### config.mk
export PLATFORM = sky130hd
export DESIGN_NAME = mbu_ctx_seq
export DESIGN_NICKNAME = d
export VERILOG_FILES = /design/src/rtl/mbu_ctx_seq.sv
export SDC_FILE = /design/constraint.sdc
export NUM_CORES = 1
export LEC_CHECK = 0
export BUFFER_PORTS_ARGS = -buffer_cell sky130_fd_sc_hd__buf_2
export CAP_MARGIN = 10
export CORE_MARGIN = 1.5
export CORE_UTILIZATION = 60
export DETAILED_ROUTE_END_ITERATION = 16
export HOLD_SLACK_MARGIN = 0.12
export PLACE_DENSITY = 0.77
export SLEW_MARGIN = 20
export SYNTH_ARGS = -nofsm -noshare
export SYNTH_HDL_FRONTEND = slang
export SYNTH_SLANG_ARGS = --single-unit
### constraint.sdc
create_clock -name clk -period 6.4 [get_ports clk]
set_input_delay 1.92 -clock clk [delete_from_list [all_inputs] [get_ports clk]]
set_output_delay 1.92 -clock clk [all_outputs]
set_load 0.005 [all_outputs]
### src/rtl/mbu_ctx_seq.sv
// Bank-map context sequencer: keeps NCTX shadow copies of the eight MB registers
// and replays a selected context into the MBU as eight timed write cycles (7 down to 0).
module mbu_ctx_seq #(
  parameter int NCTX = 4,
  parameter int TSU  = 1,
  parameter int TW   = 2,
  localparam int CW  = (NCTX > 1) ? $clog2(NCTX) : 1
) (
  input  logic          clk,
  input  logic          nreset,
  input  logic          req,
  input  logic [CW-1:0] req_ctx,
  input  logic          cpu_wen,
  input  logic [2:0]    cpu_addr,
  input  logic [7:0]    cpu_data,
  output logic          cpu_wait,
  input  logic          ctx_wen,
  input  logic [CW-1:0] ctx_wsel,
  input  logic [2:0]    ctx_waddr,
  input  logic [7:0]    ctx_wdata,
  output logic          mb_nw,
  output logic [2:0]    mb_addr,
  output logic [7:0]    mb_data,
  output logic [CW-1:0] cur_ctx,
  output logic          busy,
  output logic          done
);

  localparam int MAXC = (TSU > TW) ? TSU : TW;
  localparam int CNTW = (MAXC > 1) ? $clog2(MAXC + 1) : 1;

  typedef enum logic [2:0] {IDLE, SETUP, STROBE, HOLD, DONE} state_t;

  state_t        state_reg, state_next;
  logic [2:0]    idx_reg, idx_next;
  logic [CW-1:0] tgt_reg, tgt_next;
  logic [CW-1:0] cur_ctx_reg, cur_ctx_next;
  logic [CNTW-1:0] cnt_reg, cnt_next;
  logic          mb_nw_reg, mb_nw_next;
  logic [2:0]    mb_addr_reg, mb_addr_next;
  logic [7:0]    mb_data_reg, mb_data_next;

  logic          snoop;
  logic [CW-1:0] rd_ctx;
  logic [2:0]    rd_idx;
  logic [7:0]    rd_byte;
  logic [7:0]    shadow [NCTX][8];

  assign snoop = cpu_wen && (state_reg == IDLE);

  // One register per shadow byte; host writes win over a same-byte CPU snoop.
  for (genvar gi = 0; gi < NCTX; gi++) begin : g_ctx
    for (genvar gj = 0; gj < 8; gj++) begin : g_byte
      logic [7:0] byte_reg;
      always_ff @(posedge clk) begin
        if (!nreset)
          byte_reg <= (gj == 7) ? 8'h80 : 8'h00;
        else if (ctx_wen && ctx_wsel == CW'(gi) && ctx_waddr == 3'(gj))
          byte_reg <= ctx_wdata;
        else if (snoop && cur_ctx_reg == CW'(gi) && cpu_addr == 3'(gj))
          byte_reg <= cpu_data;
      end
      assign shadow[gi][gj] = byte_reg;
    end
  end

  always_ff @(posedge clk) begin
    if (!nreset) begin
      state_reg   <= IDLE;
      idx_reg     <= 3'd0;
      tgt_reg     <= '0;
      cur_ctx_reg <= '0;
      cnt_reg     <= '0;
      mb_nw_reg   <= 1'b1;
      mb_addr_reg <= 3'd0;
      mb_data_reg <= 8'h00;
    end else begin
      state_reg   <= state_next;
      idx_reg     <= idx_next;
      tgt_reg     <= tgt_next;
      cur_ctx_reg <= cur_ctx_next;
      cnt_reg     <= cnt_next;
      mb_nw_reg   <= mb_nw_next;
      mb_addr_reg <= mb_addr_next;
      mb_data_reg <= mb_data_next;
    end
  end

  always_comb begin
    state_next   = state_reg;
    idx_next     = idx_reg;
    tgt_next     = tgt_reg;
    cur_ctx_next = cur_ctx_reg;
    cnt_next     = cnt_reg;
    mb_nw_next   = mb_nw_reg;
    mb_addr_next = mb_addr_reg;
    mb_data_next = mb_data_reg;

    // Byte captured on SETUP entry, bypassing writes landing on the same edge.
    rd_ctx = tgt_reg;
    rd_idx = idx_reg - 3'd1;
    if (state_reg == IDLE) begin
      rd_ctx = req_ctx;
      rd_idx = 3'd7;
    end
    rd_byte = shadow[rd_ctx][rd_idx];
    if (snoop && cur_ctx_reg == rd_ctx && cpu_addr == rd_idx)
      rd_byte = cpu_data;
    if (ctx_wen && ctx_wsel == rd_ctx && ctx_waddr == rd_idx)
      rd_byte = ctx_wdata;

    case (state_reg)
      IDLE: begin
        if (req) begin
          state_next   = SETUP;
          tgt_next     = req_ctx;
          idx_next     = 3'd7;
          cnt_next     = '0;
          mb_addr_next = 3'd7;
          mb_data_next = rd_byte;
        end
      end
      SETUP: begin
        if (cnt_reg == CNTW'(TSU - 1)) begin
          state_next = STROBE;
          cnt_next   = '0;
          mb_nw_next = 1'b0;
        end else begin
          cnt_next = cnt_reg + CNTW'(1);
        end
      end
      STROBE: begin
        if (cnt_reg == CNTW'(TW - 1)) begin
          state_next = HOLD;
          cnt_next   = '0;
          mb_nw_next = 1'b1;
        end else begin
          cnt_next = cnt_reg + CNTW'(1);
        end
      end
      HOLD: begin
        if (idx_reg == 3'd0) begin
          state_next   = DONE;
          cur_ctx_next = tgt_reg;
        end else begin
          state_next   = SETUP;
          idx_next     = idx_reg - 3'd1;
          mb_addr_next = idx_reg - 3'd1;
          mb_data_next = rd_byte;
        end
      end
      DONE:    state_next = IDLE;
      default: state_next = IDLE;
    endcase
  end

  assign mb_nw    = mb_nw_reg;
  assign mb_addr  = mb_addr_reg;
  assign mb_data  = mb_data_reg;
  assign cur_ctx  = cur_ctx_reg;
  assign busy     = (state_reg != IDLE);
  assign cpu_wait = (state_reg != IDLE);
  assign done     = (state_reg == DONE);

endmodule
Yosys cells after proc, flatten, opt, wreduce, memory -nomap -nowiden
Cells that the tools add are included.
- register bits: 277
- bits in latches: 0
- memory bits (writable): 0
- bits in read-only memories: 0
- bits of input ports: 31
- output and inout bits: 17
- word-level logic and storage cells: 296
- memories kept: 0
- add/sub/neg operators: 2
- multiply operators: 0
- divide/modulo/power cells: 0
- $lt $le $gt $ge: 2
- equality and inequality tests: 33
- shift operators: 0
- multiplexer cells: 92
- bitwise operators: 2
- reduce and logical (&&, ||, !) cells: 126
- operators with widths (kind ; number):
    two-way mux 8 bit ; 70
    binary-select mux 64 bit (select 2 bit) ; 1
    two-way mux 64 bit ; 2
    logical AND 1 bit ; 77
    nonzero test 2 bit ; 34
    == test 3 bit, second input constant ; 9
    binary-select mux 8 bit (select 3 bit) ; 1
    two-way mux 3 bit ; 7
    == test 3 x 2 -> 1 bit, second input constant ; 6
    case mux 8 bit (2 select lines) ; 1
    logical NOT 3 bit ; 4
    case mux 3 bit (4 select lines) ; 1
    == test 3 x 1 -> 1 bit, second input constant ; 3
    AND reduction 3 bit ; 3
    == test 2 bit, second input constant ; 4
    two-way mux 2 bit ; 4
    != test 2 bit, second input constant ; 4
    == test 2 x 1 -> 1 bit, second input constant ; 3
    == test 3 bit ; 2
    logical NOT 2 bit ; 3
    case mux 2 bit (3 select lines) ; 1
    case mux 3 bit (2 select lines) ; 1
    AND reduction 2 bit ; 3
    nonzero test 3 bit ; 2
    9 further kinds ; 11

Depth between registers and ports, before layout
Gate-level depths: netlist (run 1).
- depth in word-level cells: 13
- depth in mapped cells: 12
- mapped depth without buffers: 9

Worst setup path after synthesis (run 1)
No wires, ideal clock.
- path type: input to register
- from: input port ctx_wen
- to: register g_ctx[0].g_byte[1].byte_reg[5]
- setup time: 0.086 ns
- data arrival time: 3.848 ns
- data required time: 6.314 ns
- path slack: 2.466 ns
- stages on the path: 8
- path buffers: 3
- cells stage by stage: clkbuf_1 > nor3b_1 > clkbuf_1 > nand2_1 > o21ai_1 > clkbuf_1 > nor2_1 > a211oi_1
- word-level cells in the longest chain between the ends: 3
- elaborated cells between the ends (all ways): 4
- classes of those cells: mux: 1; reduce/logical: 3
- ends and longest elaborated chain (item ; RTL line ; RTL):
    start: declaration ; 17 ; input logic ctx_wen,
    logical AND 1 bit * (2 in a row) ; 58 ; else if (ctx_wen && ctx_wsel == CW'(gi) && ctx_waddr == 3'(gj))
    two-way mux 8 bit or nonzero test 2 bit (tied branches) ; n/a ;
    end signal: assignment ; 57 ; byte_reg <= (gj == 7) ? 8'h80 : 8'h00;
    end signal: assignment ; 59 ; byte_reg <= ctx_wdata;
    end signal: assignment ; 61 ; byte_reg <= cpu_data;
    end: declaration ; 54 ; logic [7:0] byte_reg;
Mark *: on every way between the ends. The rest lies on a longest branch, timed or not.
A chain may end at the register's enable or synchronous reset.

Worst setup path after layout (run 1)
- from: input port req_ctx[0]
- to: register mb_data_reg[3], in the netlist mb_data[3]
- word-level cells in the longest chain between the ends: 12
- elaborated cells between the ends (all ways): 19
- classes of those cells: eq/ne: 2; mux: 12; bitwise: 1; reduce/logical: 4
- ends and longest elaborated chain (item ; RTL line ; RTL):
    start: declaration ; 12 ; input logic [CW-1:0] req_ctx,
    two-way mux 2 bit * ; 102 ; if (state_reg == IDLE) begin
    inverter 2 -> 3 bit (not written as such) ; 106 ; rd_byte = shadow[rd_ctx][rd_idx];
    binary-select mux 64 bit (select 2 bit) ; 106 ;
    two-way mux 64 bit (not written as such) (2 in a row) ; 106 ;
    binary-select mux 8 bit (select 3 bit) ; 106 ;
    two-way mux 8 bit (not written as such) (2 in a row) ; 106 ;
    two-way mux 8 bit ; 107 ; if (snoop && cur_ctx_reg == rd_ctx && cpu_addr == rd_idx)
    two-way mux 8 bit * ; 109 ; if (ctx_wen && ctx_wsel == rd_ctx && ctx_waddr == rd_idx)
    two-way mux 8 bit (on tied branches) ; 142, 114 ;
    case mux 8 bit (2 select lines) * ; 112 ; case (state_reg)
    end signal: assignment ; 85 ; mb_data_reg <= mb_data_next;
    end: declaration ; 41 ; logic [7:0] mb_data_reg, mb_data_next;
Mark *: on every way between the ends. The rest lies on a longest branch, timed or not. The select of a mux whose other input is x is not followed.

==> impl_results.md, run 1 <==
* Post-synth EDFFs at 0
* Layout cell share with drive strength beyond 1 at 9.846%
* Crit Path Class: in2reg
* Mux cell area share after synthesis at approximately 17%
* CP Launch Type: input pin
* Synth Warn # at 0
* CTS tree: done
* Via count at 15.15k
* Clock tree sinks at 277
* Hold Startpoint: mb_data[6]$_SDFFE_PN0P_
* Leading area contributor after synthesis: dfxtp_1
* Buffers added on ports at 47
* Drt via density at 7.055
* Row count at 58
* Slowest-stage cell, CP: nor2_4
* Core area at 25250 um2
* Max Cap Viol at 0
* Clk network pwr share at 38.2%
* H-Tree Depth at 1
* Max-slew violations at 0
* Initial core utilization at 61.31%
* Layout area overhead at 7.298%
* Lkg Pwr at 5.519 nW
* Simple-gate share of the synthesized area at 20.00%
* Status: completed
* Crit Reg-Reg Startpoint: state_reg[2]$_SDFFE_PN0P_
* Seq/Total Area, Yosys at 35.82%
* Sw Ratio at just over 30%
* GP Congestion at 0.9592
* WL final at 53.99 mm
* Main combinational cell family by area after synthesis: compound AO/OA/AOI/OAI gates
* Hpwl dp at about 32 mm
* Layout net count at 1838
* Worst path cell trace: buf_2, nor4b_2, nor2_4, buf_4, mux2i_1, mux4_2, mux2i_1, a2111oi_1, a2111oi_2
* WP data arrival at 4830 ps
* Max clock buf depth at 3
* Power per cell area at 261.6 nW/um2
* Die Y at around 160 um
* Cell variety after synth at 68
* Clk root buf: clkbuf_16
* Initial antenna violation count at 0
* Comb pwr share at 19.5%
* First-pass DRT Iterations at 6
* Vias in the first global route at around 14k
* Crit share post-route at 67.99%
* Total GRT Usage at between 30 and 40%
* Async SR Flop Fraction at 0%
* Syn nets at 1927
* Top cells by area, synth: dfxtp_1, mux2i_1, a211oi_1
* DRC viols at 0
* Post-CTS sizing at 0
* Place WS at ~1600 ps
* Final hold viol count at 0
* Net Sw Power at 1.352 mW
* Slew @ Worst Pin at roughly 1100 ps
* Period minus WS final at around 4400 ps
* Synth Area in XOR/XNOR at 0.5657%
* Max reg flops at about 260
* Synth Area in Compound Gates at 20.30%
* Worst-path clk slew at 60 ps
* Post-synthesis register bit count at 277
* Clock Latency Late Sink at 570 ps
* First-pass GRT wire length at 81.83 mm
* Slew margin rel. at 23.34%
* TNS Setup at 0 ps
* Most used DFF post-synth: dfxtp_1
* RSZ-0062 raised after global routing: false
* Worst Path Required at slightly below 7000 ps
* Worst Setup SP: req_ctx[0]
* CTS Buf Count at 30
* Gate Count Post-Synth at 1891
* Fmax at between 0.2 and 0.25 GHz
* # IOs at 48
* Hold buffer count at cts at 0
* Post-CTS Setup Bufs at 0
* Post-synthesis cell area at 15480 um2
* GR Overflow Total at 0
* Synth Area in Adders at less than 1%
* Die area at 26780 um2
* Diode count at 0
* WL/cell at 25.13 um
* Post-layout util at 65.78%
* Pint at 2.994 mW
* Max rail drop VDD at roughly 0.23 mV
* Hold WC Path Type: reg2reg
* Flop pwr share at a little over two fifths
* Endpoints failing setup at 0
* Top-count cell post-synth: nor2_1
* CP max FO at 23
* Drt initial violations at 2165
* Maximum number of pins on one net before global-route repair at 98
* Yosys top cell area share at roughly 36%
* Most numerous cell on the critical path: mux2i_1
* Max incr delay on CP at 620 ps
* Mapped Avg Cell Area at a little over 8 um2
* Fin worst setup slack at between 2000 and 2500 ps
* Clock Skews at 27.10 ps
* Filler cell count at 2110
* Routed Antenna Nets at 0
* Chip width at about 160 um
* Post-synth top cells: nor2_1, dfxtp_1, mux2i_1
* Crit path capture type: register
[final timing paths]
| kind | end | slack, ps | cells after the start |
|---|---|---|---|
| max reg2reg | g_ctx[2].g_byte[4].byte_reg[3]$_SDFFE_PN0P_ | 2290 | 6 |
| min | mb_data[6]$_SDFFE_PN0P_ | 480 | 2 |
| max | mb_data[3]$_SDFFE_PN0P_ | 2050 | 9 |
| min reg2reg | mb_data[6]$_SDFFE_PN0P_ | 480 | 2 |
[layout by cell type (no fill, tap or decap), types with 7 or more instances in the layout]
cell type,Yosys,final
o21ai_1,18,14
a311oi_1,89,89
a32o_1,7,7
buf_4,6,30
mux2_2,8,8
nand3b_1,7,7
buf_2,18,47
nor2_1,302,301
o21ai_0,16,16
a21oi_1,25,25
clkbuf_16,0,31
nor3_1,8,7
a211oi_1,174,174
inv_1,9,8
a31oi_1,14,14
mux4_2,13,13
nand2_1,223,223
nor2b_1,8,8
mux2i_1,230,230
o22ai_2,0,10
clkbuf_8,0,7
dfxtp_1,277,277
nand3_1,135,135
[metrics by stage]
| stage | hold WS [ps] | std cells | total power, mW | cell area (um2) |
|---|---|---|---|---|
| finish | 482.1 | 2148 | 4.346 | 16610 |
| global route | 482.2 | 2148 | 4.444 | 16610 |
| CTS | 471.2 | 2148 | 4.298 | 16550 |
| detailed placement | 463.1 | 2100 | 2.681 | 15630 |
| global placement | 466.3 | 2100 | 2.662 | 15610 |
| floorplan | 440.8 | 1891 | 2.413 | 15480 |
[final cells by class]
cell class	count	area [um2]	area share, %
multi-input combinational	1406	9216	55.48
tap	330	412.9	2.485
timing repair buffer	78	480.5	2.892
clock inverter	5	25.02	0.1506
clock buffer	43	890.9	5.363
inverter	9	41.29	0.2485
sequential	277	5545	33.38
[worst max-delay path: cells and delay by family]
family / cells / cell delay (ps)
muxes: 3 / 880
and+or+nand+nor: 2 / 870
buffers and inverters: 2 / 650
AOI/OAI and AO/OA: 2 / 490
[power by group through the flow]
stage / clock network (mW) / registers [mW] / logic, mW
after global placement: 0 / 1.87 / 0.790
final: 1.66 / 1.84 / 0.846
after floorplan: 0 / 1.84 / 0.573
after CTS: 1.65 / 1.84 / 0.811
after detailed placement: 0 / 1.87 / 0.807
after global routing: 1.72 / 1.84 / 0.883
[layer usage]
layer | wire, um | track usage [%] | vias to the layer above
met2 | 22830 | 59.74 | 1044
met5 | 0 | 0 | -
met4 | 3406 | 21.45 | 0
li1 | - | - | 6757
met1 | 21140 | 52.96 | 7105
met3 | 6600 | 7.948 | 248
[cells by family after synthesis]
family,count (synthesis)
flops,277
buf+inv,208
xor+xnor,10
compound gates,416
mux,252
simple gates,723
fa+ha+maj,5
(Power assumes the default switching activity.)
==> inputs of run 2 (changes only) <==
==> constraint.sdc (replaced) <==
create_clock -name clk -period 4.1 [get_ports clk]
set_input_delay 1.23 -clock clk [delete_from_list [all_inputs] [get_ports clk]]
set_output_delay 1.23 -clock clk [all_outputs]
set_load 0.005 [all_outputs]
==> run 2 against run 1 <==
Cell count increased by 3.5%. Register-to-register slack worse by 1600 ps. Largest cell class unchanged. Largest power group unchanged. Flip-flop and latch count unchanged. Combinational power is 63% higher. Non-clock buffer count is 71 higher.
==> impl_results.md, run 2 (same netlist as run 1, synthesis figures left out) <==
* Worst-path clk slew at 60 ps (about the same)
* H-Tree Depth at 1 (unchanged)
* Worst r2r dst: mb_data[0]$_SDFFE_PN0P_ (was g_ctx[2].g_byte[4].byte_reg[3]$_SDFFE_PN0P_)
* Lkg Pwr at 5.916 nW (was 5.519 nW)
* Worst Setup SP: state_reg[2]$_SDFFE_PN0P_ (was req_ctx[0])
* DRC viols at 0 (unchanged)
* Total power at 7.093 mW (was 4.346 mW)
* CP Launch Type: register (was input pin)
* CP max FO at 15 (was 23)
* Routed Antenna Nets at 0 (unchanged)
* Max Cap Viol at 0 (unchanged)
* Chip width at 163.6 um (unchanged)
* Layout area overhead at 10.98% (was 7.298%)
* Max reg flops at 256 (unchanged)
* Clock Skews at 7.741 ps (was 27.10 ps)
* Place WS at 414.1 ps (was 1557 ps)
* Die area at 26780 um2 (unchanged)
* Max-slew violations at 0 (unchanged)
* Hold WC Path Type: reg2reg (unchanged)
* Final hold viol count at 0 (unchanged)
* Crit Reg-Reg Startpoint: state_reg[2]$_SDFFE_PN0P_ (unchanged)
* Worst path cell trace: nor3_4, mux2i_4, buf_4, nor2_1, buf_4, a311oi_1, a311oi_1, o31ai_1 (was buf_2, nor4b_2, nor2_4, buf_4, mux2i_1, mux4_2, mux2i_1, a2111oi_1, a2111oi_2)
* Worst Hold Path Cells at 2 (unchanged)
* Hold Startpoint: mb_data[6]$_SDFFE_PN0P_ (unchanged)
* Max clock buf depth at 3 (unchanged)
* Crit path capture type: register (unchanged)
* Vias in the first global route at 14.08k (was 14.06k)
* Slowest-stage cell, CP: mux2i_4 (was nor2_4)
* Initial antenna violation count at 0 (unchanged)
* Maximum number of pins on one net before global-route repair at 135 (was 98)
* TNS Setup at 0 ps (unchanged)
* Crit path buf inv count at 2 (unchanged)
* CTS Buf Count at 31 (was 30)
* Core area at 25250 um2 (unchanged)
* Reg2reg path depth at 8 (was 6)
* Commonest non-fill, non-tap cell in the layout: nor2_1 (unchanged)
* Post-CTS Setup Bufs at 0 (unchanged)
* Slew @ Worst Pin at 1132 ps (was 1142 ps)
* Fin worst setup slack at 658.3 ps (was 2049 ps)
* Initial core utilization at 61.31% (unchanged)
* WP data arrival at 3920 ps (was 4830 ps)
* Hold buffer count at cts at 0 (unchanged)
* Post-CTS sizing at 0 (unchanged)
* First-pass DRT Iterations at 7 (was 6)
* Clock Latency Late Sink at 570 ps (about the same)
* Max incr delay on CP at 730 ps (was 620 ps)
* Post-layout util at 68.04% (was 65.78%)
* Period minus WS final at 3442 ps
* GR Overflow Total at 0 (unchanged)
* # IOs at 48 (unchanged)
* Hold Crit Endpoint: mb_data[6]$_SDFFE_PN0P_ (unchanged)
* First-pass GRT wire length at 82.94 mm (was 81.83 mm)
* Endpoints failing setup at 0 (unchanged)
* Post-Layout Cell Count at 2224 (was 2148)
* Clock tree sinks at 277 (unchanged)
* Slew margin rel. at 24.53% (was 23.34%)
* Status: completed (unchanged)
* Cell family with most CP delay: compound AO/OA/AOI/OAI gates (was multiplexers)
* Power per cell area at 412.8 nW/um2 (was 261.6 nW/um2)
* Hpwl dp at 34.46 mm (was 32.43 mm)
* Clk root buf: clkbuf_16 (unchanged)
* Worst Path Required at 4580 ps (was 6880 ps)
* Crit share post-route at 83.94%
* Via count at 15.45k (was 15.15k)
* WL final at 54.85 mm (was 53.99 mm)
* RSZ-0062 raised after global routing: false (unchanged)
* Fmax at 0.2906 GHz
* Buffers added on ports at 47 (unchanged)
* Max rail drop VDD at 0.5050 mV (was 0.2293 mV)
* WL/cell at 24.66 um (was 25.13 um)
* Layout cell share with drive strength beyond 1 at 12.72% (was 9.846%)
* Layout net count at 1910 (was 1838)
* DP Cell Count at 2171 (was 2100)
* R2R setup slack at 660 ps (was 2290 ps)
* Drt initial violations at 2213 (was 2165)
* Total GRT Usage at 40.23% (was 39.57%)
* GP Congestion at 0.9491 (was 0.9592)
* Drt via density at 6.946 (was 7.055)
* Commonest cells after routing, fill and taps aside: nor2_1, dfxtp_1, mux2i_1 (unchanged)
* Die Y at 163.6 um (unchanged)
* CTS tree: done (unchanged)
* Crit Path Class: reg2reg (was in2reg)
* Row count at 58 (unchanged)
* Diode count at 0 (unchanged)
run 2: worst max path at each step:
stage                                                   to  slack [ps]  depth (start not counted)
3_5_place_dp                       mb_data[7]$_SDFFE_PN0P_         410                          9
6_report                           mb_data[0]$_SDFFE_PN0P_         660                          8
3_3_place_gp                       mb_data[7]$_SDFFE_PN0P_         450                          9
2_1_floorplan  g_ctx[0].g_byte[1].byte_reg[5]$_SDFFE_PN0P_         860                          8
5_1_grt        g_ctx[1].g_byte[0].byte_reg[7]$_SDFFE_PN0P_         580                          8
4_1_cts                                           cpu_wait         790                          3
run 2: routing by layer:
layer,track usage [%],wire [um]
met5,0,0
met4,22.15,3433
met1,54.02,21220
met3,8.481,7022
met2,60.05,23170
run 2: cell type report:
| cell class | count | area, um2 |
|---|---|---|
| inverters | 9 | 41.29 |
| flip-flops and latches | 277 | 5545 |
| multi-input cells | 1406 | 9136 |
| well taps | 330 | 412.9 |
| fillers | 2031 | 8071 |
| clock inverters | 6 | 105.1 |
| repair buffers | 149 | 1026 |
| clock buffers | 47 | 915.9 |
run 2: tightest hold or removal path, stage by stage (launching register included):
cell	delay (ps)
dfxtp_1	320
nand3_1	60
o21ai_1	50
run 2: where the power goes:
| group | internal (mW) | total [mW] | switching (mW) |
|---|---|---|---|
| Sequential | 2.78 | 2.86 | 0.0851 |
| Clock | 1.71 | 2.85 | 1.14 |
| Combinational | 0.451 | 1.38 | 0.934 |
| Total | 4.93 | 7.09 | 2.16 |
run 2: per-stage QoR:
stage,cell area (um2),hold WS [ps]
3_3_place_gp,16150,462.0
3_5_place_dp,16150,467.4
5_1_grt,17180,514.0
4_1_cts,17170,475.9
6_report,17180,482.0
2_1_floorplan,15480,440.8
==> inputs of run 3 (changes only) <==
--- a/config.mk
+++ b/config.mk
@@ -8,7 +8,7 @@
 export BUFFER_PORTS_ARGS = -buffer_cell sky130_fd_sc_hd__buf_2
 export CAP_MARGIN = 10
 export CORE_MARGIN = 1.5
-export CORE_UTILIZATION = 60
+export CORE_UTILIZATION = 57
 export DETAILED_ROUTE_END_ITERATION = 16
 export HOLD_SLACK_MARGIN = 0.12
 export PLACE_DENSITY = 0.77
==> constraint.sdc (replaced) <==
create_clock -name clk -period 2.9 [get_ports clk]
set_input_delay 0.87 -clock clk [delete_from_list [all_inputs] [get_ports clk]]
set_output_delay 0.87 -clock clk [all_outputs]
set_load 0.005 [all_outputs]
==> run 3 against run 2 <==
Hold slack improved by 2.7 ps. Largest cell class unchanged. Count of clock-buffer cells in the layout fell by 6. Via count rose by 2.1%. Largest power group unchanged. Die area rose by 5.2%. Highest routed layer is now met5.
==> impl_results.md, run 3 (same netlist as run 1, synthesis figures left out) <==
* Status: completed (unchanged)
* WL/cell at 24.09 um (was 24.66 um)
* Core area at 26800 um2 (was 25250 um2)
* Crit Path Class: reg2reg (unchanged)
* Die Y at 167.8 um (was 163.6 um)
* Total GRT Usage at 39.07% (was 40.23%)
* GR Overflow Total at 0 (unchanged)
* Max reg flops at 256 (unchanged)
* First-pass DRT Iterations at 6 (was 7)
* Clk root buf: clkbuf_16 (unchanged)
* Clock Skews at 19.70 ps (was 7.741 ps)
* Max rail drop VDD at 0.4350 mV (was 0.5050 mV)
* Slowest-stage cell, CP: mux2_2 (was mux2i_4)
* Filler cell count at 2184 (was 2031)
* Place WS at -177.6 ps (was 414.1 ps)
* Worst Path Required at 3330 ps (was 4580 ps)
* Drt via density at 6.816 (was 6.946)
* Routed Antenna Nets at 0 (unchanged)
* Via count at 15.77k (was 15.45k)
* Layout cell share with drive strength beyond 1 at 16.08% (was 12.72%)
* Maximum number of pins on one net before global-route repair at 118 (was 135)
* WP data arrival at 3240 ps (was 3920 ps)
* Max incr delay on CP at 520 ps (was 730 ps)
* CP max FO at 17 (was 15)
* Slew @ Worst Pin at 691.8 ps (was 1132 ps)
* Hold WC Path Type: reg2reg (unchanged)
* # IOs at 48 (unchanged)
* Final hold viol count at 0 (unchanged)
* Max clock buf depth at 3 (unchanged)
* Worst-path clk slew at 70 ps (was 60 ps)
* CTS tree: done (unchanged)
* FF/Latch Area at 5545 um2 (unchanged)
* Crit path capture type: register (unchanged)
* Layout area overhead at 15.70% (was 10.98%)
* Post-Layout Cell Count at 2314 (was 2224)
* RSZ-0062 raised after global routing: false (unchanged)
* Endpoints failing setup at 0 (unchanged)
* Chip width at 167.8 um (was 163.6 um)
* Layout net count at 1986 (was 1910)
* DP Cell Count at 2259 (was 2171)
* Area of the multi-input gates at 9126 um2 (was 9136 um2)
* CTS Buf Count at 30 (was 31)
* Lkg Pwr at 6.323 nW (was 5.916 nW)
* Initial core utilization at 57.77% (was 61.31%)
* WL final at 55.75 mm (was 54.85 mm)
* Max-slew violations at 0 (unchanged)
* GP Congestion at 1.036 (was 0.9491)
* Power per cell area at 559.7 nW/um2 (was 412.8 nW/um2)
* Worst path cell trace: nor3_4, buf_4, mux2_2, a2111oi_0, a31oi_1, nand3_1, o311a_1, o31ai_1 (was nor3_4, mux2i_4, buf_4, nor2_1, buf_4, a311oi_1, a311oi_1, o31ai_1)
* Clock tree sinks at 277 (unchanged)
* WHS at 484.7 ps (was 482.0 ps)
* Vias in the first global route at 15.13k (was 14.08k)
* CP Launch Type: register (unchanged)
* Commonest non-fill, non-tap cell in the layout: nor2_1 (unchanged)
* Crit path buf inv count at 1 (was 2)
* First-pass GRT wire length at 86.26 mm (was 82.94 mm)
* Initial antenna violation count at 2 (was 0)
* DRC viols at 0 (unchanged)
* Period minus WS final at 2819 ps (was 3442 ps)
* H-Tree Depth at 1 (unchanged)
* Hpwl dp at 37.21 mm (was 34.46 mm)
* Commonest cells after routing, fill and taps aside: nor2_1, dfxtp_1, mux2i_1 (unchanged)
* Crit share post-route at 97.21% (was 83.94%)
* Drt initial violations at 2116 (was 2213)
* Fmax at 0.3547 GHz (was 0.2906 GHz)
* Fin worst setup slack at 80.97 ps (was 658.3 ps)
* Max Cap Viol at 0 (unchanged)
* Total power at 10.03 mW (was 7.093 mW)
* Cell family with most CP delay: compound AO/OA/AOI/OAI gates (unchanged)
* Row count at 60 (was 58)
* Slew margin rel. at 53.88% (was 24.53%)
* Die area at 28160 um2 (was 26780 um2)
* Clock Latency Late Sink at 560 ps (was 570 ps)
* Buffers added on ports at 47 (unchanged)
* Post-CTS Setup Bufs at 0 (unchanged)
run 3: final cells by class:
cell class                 instances  share of cell area [%]
clock buffer                      41                   4.708
inverter                           9                  0.2305
timing repair buffer             226                   10.07
multi-input combinational       1406                   50.95
sequential                       277                   30.96
clock inverter                    13                  0.6915
tap                              341                   2.382
antenna                            1                 0.01397
run 3: worst reg2reg max path, cell delays in order (launching register included):
cell and delay (ps):
dfxtp_1 450, nor3_4 340, buf_4 210, mux2_2 520, a2111oi_0 440, a31oi_1 120, nand3_1 270, o311a_1 280
o31ai_1 70
run 3: per-layer routing:
metal  vias to the layer above  GRT usage (%)  wire length [um]
li1                       7043              -                 -
met1                      7379          50.72             21220
met2                      1081          59.29             23730
met3                       268          9.168              7108
met4                         2          23.31              3676
met5                         -              0                13
run 3: path summary, 6_finish.rpt:
check / startpoint / to / slack (ps) / cells past startpoint
worst max register to register: state_reg[2]$_SDFFE_PN0P_ / mb_data[0]$_SDFFE_PN0P_ / 80 / 8
worst min register to register: mb_data[6]$_SDFFE_PN0P_ / mb_data[6]$_SDFFE_PN0P_ / 480 / 2
worst max-delay path: state_reg[2]$_SDFFE_PN0P_ / mb_data[0]$_SDFFE_PN0P_ / 80 / 8
worst min-delay path: mb_data[6]$_SDFFE_PN0P_ / mb_data[6]$_SDFFE_PN0P_ / 480 / 2
run 3: what timing repair did:
action                     CTS  global route
setup endpoints to repair    0             1
hold buffers                 0             0
resized for setup            0             1
run 3: per-stage QoR:
step                      cell area, um2  util [%]  setup TNS (ps)
final                              17910     66.84               0
after CTS                          17910     66.83               0
after global placement             16940     63.22          -354.5
after floorplan                    15480         -               0
after global routing               17910     66.83               0
after detailed placement           16940     63.22          -486.8
run 3: report_power, final:
part / internal [mW] / switching, mW / leakage, nW
clock network: 2.20 / 1.62 / 0.476
registers: 3.92 / 0.109 / 2.24
logic: 0.794 / 1.37 / 3.60
